## config.mk

```make
export PLATFORM = sky130hd
export DESIGN_NAME = lsu_mem_stage
export DESIGN_NICKNAME = d
export VERILOG_FILES = /design/src/rtl/lsu_mem_stage.sv
export SDC_FILE = /design/constraint.sdc
export NUM_CORES = 1
export LEC_CHECK = 0
export BUFFER_PORTS_ARGS = -buffer_cell sky130_fd_sc_hd__buf_4
export CAP_MARGIN = 5
export CORE_MARGIN = 2
export CORE_UTILIZATION = 40
export CTS_BUF_LIST = sky130_fd_sc_hd__clkbuf_16
export DETAILED_ROUTE_END_ITERATION = 8
export GPL_TIMING_DRIVEN = 0
export PLACE_DENSITY = 0.66
export SKIP_CTS_REPAIR_TIMING = 1
export SLEW_MARGIN = 40
export SYNTH_ARGS = -nofsm -noshare
export SYNTH_HDL_FRONTEND = slang
export SYNTH_SLANG_ARGS = --single-unit
```

## constraint.sdc

```tcl
create_clock -name clk -period 2.6 [get_ports clk]
set_input_delay 0.13 -clock clk [delete_from_list [all_inputs] [get_ports clk]]
set_output_delay 0.13 -clock clk [all_outputs]
set_load 0.1 [all_outputs]
```

## src/rtl/lsu_mem_stage.sv

```systemverilog
// RV32I load/store memory stage: byte/half/word access with read-modify-write sub-word stores.
// Optional LSU_MISALIGN_ERR_EN flags misaligned H/W accesses as errors instead of aligning them.
module lsu_mem_stage #(
    parameter int MEM_WORDS = 512
) (
    input  logic        clk,
    input  logic        rst_n,
    input  logic        req_valid,
    output logic        req_ready,
    input  logic        req_store,
    input  logic [2:0]  req_funct3,
    input  logic [31:0] req_addr,
    input  logic [31:0] req_wdata,
    output logic        resp_valid,
    input  logic        resp_ready,
    output logic [31:0] resp_rdata,
    output logic        resp_err,
    output logic [31:0] mem_addr,
    output logic        mem_we,
    output logic [31:0] mem_wdata,
    input  logic [31:0] mem_rdata
);

    localparam logic [29:0] LP_WORDS = 30'(MEM_WORDS);

    typedef enum logic [1:0] {
        S_IDLE,
        S_ACCESS,
        S_WRITE,
        S_RESP
    } state_t;

    state_t      r_state;
    logic        r_store;
    logic [2:0]  r_funct3;
    logic [31:0] r_addr;
    logic [31:0] r_wdata;
    logic [31:0] r_merge;
    logic [31:0] r_resp_rdata;
    logic        r_resp_err;

    logic        w_f3_ok;
    logic        w_range_err;
    logic        w_misal;
    logic        w_err;
    logic        w_word_st;
    logic        w_we;
    logic [7:0]  w_byte;
    logic [15:0] w_half;
    logic [31:0] w_load;
    logic [31:0] w_merge;

    always_comb begin
        w_f3_ok = 1'b0;
        unique case (r_funct3)
            3'b000, 3'b001, 3'b010: w_f3_ok = 1'b1;
            3'b100, 3'b101:         w_f3_ok = !r_store;
            default:                w_f3_ok = 1'b0;
        endcase
    end

    assign w_range_err = (r_addr[31:2] >= LP_WORDS);

`ifdef LSU_MISALIGN_ERR_EN
    assign w_misal = ((r_funct3[1:0] == 2'b01) && r_addr[0]) ||
                     ((r_funct3[1:0] == 2'b10) && (r_addr[1:0] != 2'b00));
`else
    assign w_misal = 1'b0;
`endif

    assign w_err     = !w_f3_ok || w_range_err || w_misal;
    assign w_word_st = r_store && (r_funct3 == 3'b010);

    // Lane selection ignores the low address bits that misalignment would use.
    always_comb begin
        w_byte = mem_rdata[7:0];
        unique case (r_addr[1:0])
            2'd0: w_byte = mem_rdata[7:0];
            2'd1: w_byte = mem_rdata[15:8];
            2'd2: w_byte = mem_rdata[23:16];
            2'd3: w_byte = mem_rdata[31:24];
            default: w_byte = mem_rdata[7:0];
        endcase
    end

    assign w_half = r_addr[1] ? mem_rdata[31:16] : mem_rdata[15:0];

    always_comb begin
        w_load = mem_rdata;
        unique case (r_funct3)
            3'b000:  w_load = {{24{w_byte[7]}}, w_byte};
            3'b100:  w_load = {24'h0, w_byte};
            3'b001:  w_load = {{16{w_half[15]}}, w_half};
            3'b101:  w_load = {16'h0, w_half};
            default: w_load = mem_rdata;
        endcase
    end

    always_comb begin
        w_merge = mem_rdata;
        if (r_funct3[1:0] == 2'b00) begin
            unique case (r_addr[1:0])
                2'd0: w_merge[7:0]   = r_wdata[7:0];
                2'd1: w_merge[15:8]  = r_wdata[7:0];
                2'd2: w_merge[23:16] = r_wdata[7:0];
                2'd3: w_merge[31:24] = r_wdata[7:0];
                default: w_merge = mem_rdata;
            endcase
        end else if (r_addr[1]) begin
            w_merge[31:16] = r_wdata[15:0];
        end else begin
            w_merge[15:0] = r_wdata[15:0];
        end
    end

    // Decoded from state so that reset removes the write strobe at once.
    assign w_we = ((r_state == S_ACCESS) && w_word_st && !w_err) ||
                  (r_state == S_WRITE);

    assign req_ready  = (r_state == S_IDLE);
    assign resp_valid = (r_state == S_RESP);
    assign resp_rdata = r_resp_rdata;
    assign resp_err   = r_resp_err;
    assign mem_addr   = {2'b00, r_addr[31:2]};
    assign mem_we     = w_we;
    assign mem_wdata  = !w_we ? 32'h0 :
                        (r_state == S_WRITE) ? r_merge : r_wdata;

    always_ff @(posedge clk or negedge rst_n) begin
        if (!rst_n) begin
            r_state      <= S_IDLE;
            r_store      <= 1'b0;
            r_funct3     <= 3'b000;
            r_addr       <= 32'h0;
            r_wdata      <= 32'h0;
            r_merge      <= 32'h0;
            r_resp_rdata <= 32'h0;
            r_resp_err   <= 1'b0;
        end else begin
            unique case (r_state)
                S_IDLE: begin
                    if (req_valid) begin
                        r_store  <= req_store;
                        r_funct3 <= req_funct3;
                        r_addr   <= req_addr;
                        r_wdata  <= req_wdata;
                        r_state  <= S_ACCESS;
                    end
                end
                S_ACCESS: begin
                    if (w_err) begin
                        r_resp_err   <= 1'b1;
                        r_resp_rdata <= 32'h0;
                        r_state      <= S_RESP;
                    end else if (!r_store) begin
                        r_resp_err   <= 1'b0;
                        r_resp_rdata <= w_load;
                        r_state      <= S_RESP;
                    end else if (w_word_st) begin
                        r_resp_err   <= 1'b0;
                        r_resp_rdata <= 32'h0;
                        r_state      <= S_RESP;
                    end else begin
                        r_merge <= w_merge;
                        r_state <= S_WRITE;
                    end
                end
                S_WRITE: begin
                    r_resp_err   <= 1'b0;
                    r_resp_rdata <= 32'h0;
                    r_state      <= S_RESP;
                end
                S_RESP: begin
                    if (resp_ready) begin
                        r_state <= S_IDLE;
                    end
                end
                default: r_state <= S_IDLE;
            endcase
        end
    end

endmodule

```

==> metrics.txt, run 1 <==
status complete, but fails checks; failing checks negative setup slack; RR Startpoint r_addr[13]; Critical Path Fanout Max 10; Final Cell Area 10,400 um2; largest net degree at the start of global routing 61; TritonCTS clock tree yes; Max Slew Vio Count 0; startpoint type of the worst setup path flop; Final Util 0.623; layout cells sized above 1 0.408; final hold vios 0; Rel. slew slack 0.521; Port-buffer cells 201; GRT met2 Usage 0.350; worst slack, placed -253 ps; Avg Inst Size Synth 10.4 um2; clock sink count 135; Die Y 135 um; global routing's busiest layer met2; Psw 7.68 mW; CP endpoint kind output pin; Leakage 4.85 nW; initial drt markers 411; GRT met3 Usage 0.0698; Seq/Total Area, Yosys 0.495; synth warn 0; total wire length 22.2 mm; detailed placement HPWL 15.6 mm; RSZ-0062 raised after global routing yes; drt first pass iters 5; GPL Wtd Cong 0.918; full die area 18,100 um2; placed cells 1,080; post-synthesis instance area 6830 um2; clock power share 0.156; Hold Path Class input pin to flop; Post-route DRC 0; commonest cells after routing, fill and taps aside 214 x buf_4, 134 x dfrtp_1, 79 x nand2_1; via-per-instance ratio 5.22; Final period util 1.00; GRT Total Usage 0.230; CTS Root Cell clkbuf_16; Final WS setup -12.0 ps; # setup viols final 4; Nets 1,061; Comb pwr share 0.622; clk_skew 7.99 ps; CP startpoint r_addr[13]; # IOs 204; Crit Path Class flop to output pin; crit path time final 2610 ps; Seq cells post-synth 135; Cell variety after synth 36; vias in the first global route 5,815; WL/cell 18.7 um; CTS clk-pin slew, worst paths 60 ps; dpl cell area 8680 um2; Layout Cells excl Fill 1,186; num rows 47; DIE WIDTH 135 um; MaxCap Viol Count 0; initial antenna violation count 0; sw frac 0.526; worst endpoint required time 2470 ps; H-tree depth 4; met1 usage 0.307; core region area 16,600 um2; Cells after Synth 656; Clock Tree Buf Depth 2; Internal 6.93 mW; peak supply drop 1120 uV; CP Data Arrival Time 2480 ps; Hold Startpoint mem_rdata[2]; register share of total power 0.222; Area Overhead vs Synth 51.9%; Overflow after GRT 0; commonest non-fill, non-tap cell in the layout buf_4; worst slew pin tran 716 ps; PwrDens 1410 nW/um2; Initial Utilization 0.410; Max Freq 383 MHz; vias 6,195; Antenna Nets Post-Route 0; worst skew pair latency 420 ps; global-route wire length before repair 31.5 mm; CTS buffer count 17; Antenna Cells 0
## worst paths after layout
check	to	slack [ps]	depth (start not counted)
min in group asynchronous	r_wdata[21]	110	2
min	r_merge[2]	30	3
max in group asynchronous	r_wdata[24]	1580	4
min reg2reg	r_merge[2]	480	2
max reg2reg	resp_rdata[8]	20	8
max	mem_wdata[3]	-10	7
## per-layer routing
layer	vias to the layer above	share of wire
met5	-	0
met4	0	0.026
met3	40	0.075
met2	267	0.47
met1	3001	0.43
li1	2887	-
## power by group through the flow
stage	clock network [mW]	registers, mW	logic (mW)
2_1_floorplan	0	3.09	6.63
3_3_place_gp	0	3.21	8.32
4_1_cts	2.31	3.20	8.39
5_1_grt	2.40	3.32	9.52
3_5_place_dp	0	3.23	8.36
6_report	2.28	3.24	9.09
## through the flow
step / total power, mW / hold slack, ps / TNS [ps]
5_1_grt: 15.2 / 39.0 / -1330
3_5_place_dp: 11.6 / -39.6 / -6080
6_report: 14.6 / 28.6 / -34.5
2_1_floorplan: 9.72 / -166 / -10810
4_1_cts: 13.9 / -492 / -22360
3_3_place_gp: 11.5 / 362 / -3300
## synth_stat cells
cell type | count | area, um2
nand2b_1 | 4 | 25.0
a211oi_1 | 1 | 7.51
o21a_1 | 3 | 22.5
nor2_1 | 58 | 218
a21boi_0 | 1 | 7.51
o22a_1 | 1 | 8.76
or4b_1 | 1 | 10.0
ha_1 | 4 | 50.1
o31ai_1 | 19 | 143
buf_4 | 32 | 240
mux4_2 | 1 | 22.5
inv_1 | 14 | 52.6
clkinv_1 | 1 | 3.75
nand2_1 | 79 | 297
clkbuf_1 | 30 | 113
a21oi_1 | 23 | 115
buf_1 | 9 | 33.8
conb_1 | 1 | 3.75
o22ai_1 | 23 | 144
a31oi_1 | 9 | 56.3
o2bb2ai_1 | 3 | 26.3
or2_2 | 1 | 6.26
mux2i_1 | 55 | 551
o41ai_2 | 1 | 16.3
nand3_1 | 2 | 10.0
nor3_1 | 2 | 10.0
nand4_1 | 1 | 6.26
buf_2 | 5 | 25.0
nor4_1 | 5 | 31.3
o21ai_0 | 45 | 225
mux2_2 | 70 | 788
o31ai_2 | 7 | 87.6
o41ai_1 | 8 | 70.1
a21o_4 | 1 | 15.0
or4_1 | 1 | 7.51
dfrtp_1 | 135 | 3380
## registers in the layout, summed over array words and instances, names as in the netlist
| signal | count |
|---|---|
| resp_rdata | 32 |
| r_wdata | 32 |
| r_addr | 32 |
| r_state | 2 |
| r_funct3 | 3 |
| r_store | 1 |
| resp_err | 1 |
| r_merge | 32 |
## final cells by class
cell class | count | area [um2]
Fill cell | 1363 | 6270
Sequential cell | 135 | 3380
Multi-Input combinational cell | 431 | 3150
Timing Repair Buffer | 279 | 2500
Buffer | 74 | 457
Clock buffer | 17 | 425
Tap cell | 220 | 275
Clock inverter | 15 | 123
Inverter | 15 | 56.3
## cells by family after synthesis
group                      share of synthesized area
buffers and inverters                         0.0685
and+or+nand+nor                               0.0909
DFF                                            0.495
AOI/OAI and AO/OA                              0.138
other                                       0.000549
adders and majority gates                    0.00733
muxes                                          0.199
## worst max-delay path, cell delays in order (launching register included)
cell	delay (ps)
dfrtp_1	400
nor4_2	320
nand4_1	260
nor3_2	290
a21oi_4	180
buf_6	210
nor2_1	150
buf_6	240
(Power assumes the default switching activity.)
==> run 2, diff against run 1 <==
SKIP_LAST_GASP = 1   (was not set)
SLEW_MARGIN = 0   (was 40)
==> metrics.txt, run 2 (same netlist as run 1, synthesis figures left out) <==
Final WS setup -24.1 ps (was -12.0 ps); worst endpoint required time 2470 ps (about the same); register share of total power 0.224 (was 0.222); DIE WIDTH 135 um (unchanged); largest net degree at the start of global routing 87 (was 61); final hold vios 0 (unchanged); Leakage 4.79 nW (was 4.85 nW); RR Startpoint r_addr[23] (was r_addr[13]); detailed placement HPWL 15.6 mm (about the same); worst slack, placed -224 ps (was -253 ps); vias in the first global route 5,940 (was 5,815); GRT met3 Usage 0.0822 (was 0.0698); Antenna Nets Post-Route 0 (unchanged); Final period util 1.01 (was 1.00); Rel. slew slack 0.245 (was 0.521); met1 usage 0.306 (was 0.307); status complete, but fails checks (unchanged); drt first pass iters 5 (unchanged); Antenna Cells 0 (unchanged); PwrDens 1420 nW/um2 (was 1410 nW/um2); failing checks negative setup slack (unchanged); Max Slew Vio Count 0 (unchanged); Final Util 0.613 (was 0.623); RSZ-0062 raised after global routing yes (unchanged); initial antenna violation count 0 (unchanged); commonest non-fill, non-tap cell in the layout buf_4 (unchanged); Post-route DRC 0 (unchanged); # IOs 204 (unchanged); crit path time final 2620 ps (was 2610 ps); via-per-instance ratio 5.25 (was 5.22); worst skew pair latency 420 ps (about the same); Hold Path Class input pin to flop (unchanged); H-tree depth 4 (unchanged); reg2reg path depth 8 (unchanged); num rows 47 (unchanged); cell mode on critical path buf_4 (was buf_6); slowest CP cell dfrtp_1 (unchanged); GRT met2 Usage 0.360 (was 0.350); Max Freq 381 MHz (was 383 MHz); Overflow after GRT 0 (unchanged); crit-path cells nor4_2 -> nand4_1 -> buf_4 -> nor3_4 -> a21oi_4 -> buf_4 -> nor2_1 -> buf_6 (was nor4_2 -> nand4_1 -> nor3_2 -> a21oi_4 -> buf_6 -> nor2_1 -> buf_6); sw frac 0.523 (was 0.526); core region area 16,600 um2 (unchanged); vias 6,211 (was 6,195); delay-heaviest family, CP simple AND/OR/NAND/NOR gates (unchanged); Hold Path Stages 3 (unchanged); Port-buffer cells 201 (unchanged); setup TNS -36.7 ps (was -34.5 ps); Crit Path Class flop to output pin (unchanged); GRT Total Usage 0.232 (was 0.230); CTS clk-pin slew, worst paths 60 ps (about the same); peak supply drop 1130 uV (was 1120 uV); Nets 1,058 (was 1,061); CP Data Arrival Time 2490 ps (was 2480 ps); clock power share 0.168 (was 0.156); startpoint type of the worst setup path flop (unchanged); Area Overhead vs Synth 49.5% (was 51.9%); Min-Delay Endpoint r_merge[0] (was r_merge[2]); global routing's busiest layer met2 (unchanged); Initial Utilization 0.410 (unchanged); CTS Root Cell clkbuf_16 (unchanged); dpl cell area 8650 um2 (was 8680 um2); TritonCTS clock tree yes (unchanged); Final Cell Area 10,200 um2 (was 10,400 um2); layout cells sized above 1 0.401 (was 0.408); CP endpoint kind output pin (unchanged); global-route wire length before repair 32.2 mm (was 31.5 mm); CP peak stage delay 400 ps (about the same); CTS buffer count 17 (unchanged); GPL Wtd Cong 0.918 (unchanged); MaxCap Viol Count 0 (unchanged); Clock Tree Buf Depth 2 (unchanged); Internal 6.91 mW (was 6.93 mW); Die Y 135 um (unchanged); initial drt markers 431 (was 411); WL/cell 18.6 um (was 18.7 um); Psw 7.58 mW (was 7.68 mW); Comb pwr share 0.607 (was 0.622); crit path buf inv count 3 (was 2); worst slew pin tran 1130 ps (was 716 ps); Critical Path Fanout Max 10 (unchanged); Hold Startpoint mem_rdata[0] (was mem_rdata[2]); # setup viols final 4 (unchanged); total wire length 22.0 mm (was 22.2 mm); commonest cells after routing, fill and taps aside 220 x buf_4, 135 x dfrtp_1, 79 x nand2_1 (was 214 x buf_4, 134 x dfrtp_1, 79 x nand2_1); clock sink count 135 (unchanged); clk_skew 11.0 ps (was 7.99 ps); reg-to-reg slack, setup 120 ps (was 20 ps); full die area 18,100 um2 (unchanged); Reg-to-Reg End resp_rdata[13] (was resp_rdata[8])
==> run 2: cell types whose count changed in the layout (fill, tap and decap cells not counted), moves of 3 or more <==
| cell | previous run | this run |
|---|---|---|
| nor2_1 | 43 | 49 |
| nor2_2 | 9 | 6 |
| o31ai_4 | 3 | 0 |
| buf_12 | 9 | 4 |
| buf_4 | 214 | 220 |
| o31ai_2 | 4 | 7 |
| clkinv_4 | 0 | 3 |
| nor2_4 | 6 | 3 |
==> run 2: worst max path at each step <==
| stage | from | to | slack (ps) | cells past startpoint |
|---|---|---|---|---|
| after floorplan | r_addr[21] | mem_wdata[10] | -360 | 6 |
| after global placement | r_addr[13] | mem_wdata[22] | -170 | 7 |
| after detailed placement | r_addr[13] | mem_wdata[22] | -220 | 7 |
| after CTS | r_addr[13] | mem_wdata[22] | -690 | 7 |
| after global routing | r_addr[23] | mem_wdata[10] | -130 | 8 |
| final | r_addr[23] | mem_wdata[2] | -20 | 8 |
==> run 2: through the flow <==
step / power (mW) / hold WS, ps / std cells
final: 14.5 / 31.2 / 1183
after global routing: 15.2 / 37.0 / 1183
after CTS: 14.1 / -344 / 1111
after detailed placement: 11.6 / 108 / 1079
after global placement: 11.5 / 362 / 1078
after floorplan: 9.72 / -166 / 657
==> run 2: area by class of cell <==
cell class              instances  area (um2)
fillers                      1396        6440
flip-flops and latches        135        3380
multi-input cells             431        3090
repair buffers                277        2390
plain buffers                  73         432
clock buffers                  17         425
well taps                     220         275
clock inverters                15         164
inverters                      15        56.3
==> run 2: power groups by stage <==
stage	Clock, mW	Sequential, mW	Combinational (mW)
2_1_floorplan	0	3.09	6.63
3_3_place_gp	0	3.21	8.32
3_5_place_dp	0	3.23	8.37
4_1_cts	2.47	3.19	8.40
5_1_grt	2.56	3.33	9.27
6_report	2.44	3.25	8.80
==> run 2: routing by layer <==
metal  part of all wire  wire, um  up-vias
met2               0.47     10400      275
li1                   -         -     2885
met4              0.025       554        0
met5                  0         0        -
met3              0.085      1880       41
met1               0.42      9200     3010
==> run 2: tightest hold or removal path, delay by kind of cell <==
| kind | cells | cell delay (ps) |
|---|---|---|
| multiplexers | 1 | 50 |
| AO/OA/AOI/OAI | 1 | 140 |
| buffers and inverters | 1 | 90 |
==> run 3, diff against run 2 <==
clock period = 2.83 ns   (was 2.6 ns; I/O delays follow)
==> metrics.txt, run 3 (same netlist as run 1, synthesis figures left out) <==
Leakage 4.74 nW (was 4.79 nW); CTS clk-pin slew, worst paths 60 ps (about the same); initial drt markers 475 (was 431); crit path time final 2670 ps; total wire length 21.9 mm (was 22.0 mm); CTS buffer count 17 (unchanged); startpoint type of the worst setup path flop (unchanged); Overflow after GRT 0 (unchanged); setup TNS 0 ps (was -36.7 ps); Antenna Nets Post-Route 0 (unchanged); crit-path cells a211oi_1 -> nand4_1 -> buf_4 -> nor3_4 -> a21oi_4 -> clkbuf_2 -> nor2_1 -> buf_4 (was nor4_2 -> nand4_1 -> buf_4 -> nor3_4 -> a21oi_4 -> buf_4 -> nor2_1 -> buf_6); via-per-instance ratio 5.24 (was 5.25); delay-heaviest family, CP buffers and inverters (was simple AND/OR/NAND/NOR gates); # IOs 204 (unchanged); Nets 1,057 (was 1,058); full die area 18,100 um2 (unchanged); clock sink count 135 (unchanged); WL/cell 18.5 um (was 18.6 um); layout cells sized above 1 0.379 (was 0.401); cell mode on critical path buf_4 (unchanged); Port-buffer cells 201 (unchanged); clk_skew 11.3 ps (was 11.0 ps); MaxCap Viol Count 0 (unchanged); GRT Total Usage 0.232 (unchanged); Hold Path Class input pin to flop (unchanged); FF/Latch Area 3380 um2 (unchanged); Max Freq 374 MHz; Initial Utilization 0.410 (unchanged); Max Slew Vio Count 0 (unchanged); Post-route DRC 0 (unchanged); commonest cells after routing, fill and taps aside 225 x buf_4, 135 x dfrtp_1, 79 x nand2_1 (was 220 x buf_4, 135 x dfrtp_1, 79 x nand2_1); worst endpoint required time 2690 ps (was 2470 ps); area of the multi-input gates 3030 um2 (was 3090 um2); CP peak stage delay 440 ps (was 400 ps); status complete, no violations (was complete, but fails checks); Clock Tree Buf Depth 2 (unchanged); CP endpoint kind output pin (unchanged); H-tree depth 4 (unchanged); PwrDens 1300 nW/um2 (was 1420 nW/um2); GPL Wtd Cong 0.918 (unchanged); final hold vios 0 (unchanged); crit path buf inv count 3 (unchanged); # setup viols final 0 (was 4); DIE WIDTH 135 um (unchanged); vias in the first global route 5,940 (unchanged); worst skew pair latency 420 ps (about the same); peak supply drop 1040 uV (was 1130 uV); Critical Path Fanout Max 10 (unchanged); CTS Root Cell clkbuf_16 (unchanged); Final period util 0.945; Crit Path Class flop to output pin (unchanged); core region area 16,600 um2 (unchanged); num rows 47 (unchanged); CP Data Arrival Time 2530 ps (was 2490 ps); slowest CP cell dfrtp_1 (unchanged); Die Y 135 um (unchanged); TritonCTS clock tree yes (unchanged); worst slack, placed -5.51 ps (was -224 ps); Antenna Cells 0 (unchanged); global-route wire length before repair 32.2 mm (unchanged); vias 6,194 (was 6,211); initial antenna violation count 0 (unchanged); largest net degree at the start of global routing 87 (unchanged); commonest non-fill, non-tap cell in the layout buf_4 (unchanged); Final WS setup 156 ps (was -24.1 ps); Rel. slew slack 0.231 (was 0.245); drt first pass iters 5 (unchanged); fill cell count 1,416 (was 1,396); worst slew pin tran 1150 ps (was 1130 ps); detailed placement HPWL 15.6 mm (unchanged); Area Overhead vs Synth 47.0% (was 49.5%)
## run 3: changes by cell type in the layout (fill, tap and decap cells not counted), moves of 2 or more
cell	previous run	this run
buf_6	17	11
clkbuf_1	18	23
buf_4	220	225
nor2_4	3	0
clkbuf_2	8	6
nor2_2	6	0
nor2_1	49	58
buf_12	4	0
buf_1	7	9
## run 3: metrics by stage
stage | cell area [um2] | util | cells | total power [mW] | hold WS (ps)
floorplan | 6830 | - | 657 | 8.93 | -154
global placement | 8610 | 0.518 | 1078 | 10.6 | 374
detailed placement | 8650 | 0.520 | 1079 | 10.7 | 119
CTS | 9240 | 0.555 | 1111 | 12.9 | -332
global route | 10000 | 0.603 | 1182 | 13.7 | 48.5
finish | 10000 | 0.603 | 1182 | 13.1 | 53.6
## run 3: layout make-up
class,instances,area share
Buffer,75,0.0414
Clock inverter,15,0.0163
Clock buffer,17,0.0424
Multi-Input combinational cell,431,0.302
Timing Repair Buffer,274,0.228
Tap cell,220,0.0274
Sequential cell,135,0.337
Inverter,15,0.00561
## run 3: worst paths after layout
| path | to | cells after the start | start | slack [ps] |
|---|---|---|---|---|
| worst max-delay path | mem_wdata[7] | 8 | r_store | 160 |
| worst min-delay path | r_merge[2] | 3 | mem_rdata[2] | 50 |
| worst max register to register | resp_rdata[1] | 9 | r_store | 160 |
| worst min register to register | r_merge[14] | 2 | r_merge[14] | 480 |
| max in group asynchronous | r_addr[1] | 3 | rst_n | 1790 |
| min in group asynchronous | r_wdata[21] | 2 | rst_n | 230 |
## run 3: report_power, final
part           switching [mW]  internal [mW]  leakage, nW  total (mW)
Sequential              0.490           2.47         1.57        2.96
Clock                   0.859           1.37        0.295        2.23
Combinational            5.53           2.36         2.88        7.89
Total                    6.88           6.20         4.74        13.1
## run 3: routing by layer
| layer | global-route usage | vias up | share of wire |
|---|---|---|---|
| met5 | 0 | - | 0 |
| met4 | 0.0702 | 0 | 0.024 |
| met3 | 0.0822 | 37 | 0.087 |
| met2 | 0.360 | 287 | 0.48 |
| met1 | 0.306 | 2992 | 0.41 |
| li1 | - | 2878 | - |
## run 3: worst register-to-register path: stages (launching register included)
cell and delay (ps):
dfrtp_1 440, a211oi_1 290, nand4_1 140, buf_4 180
buf_4 140, o41ai_2 410, buf_2 320, clkbuf_1 440
nand2_1 110, o41ai_1 80
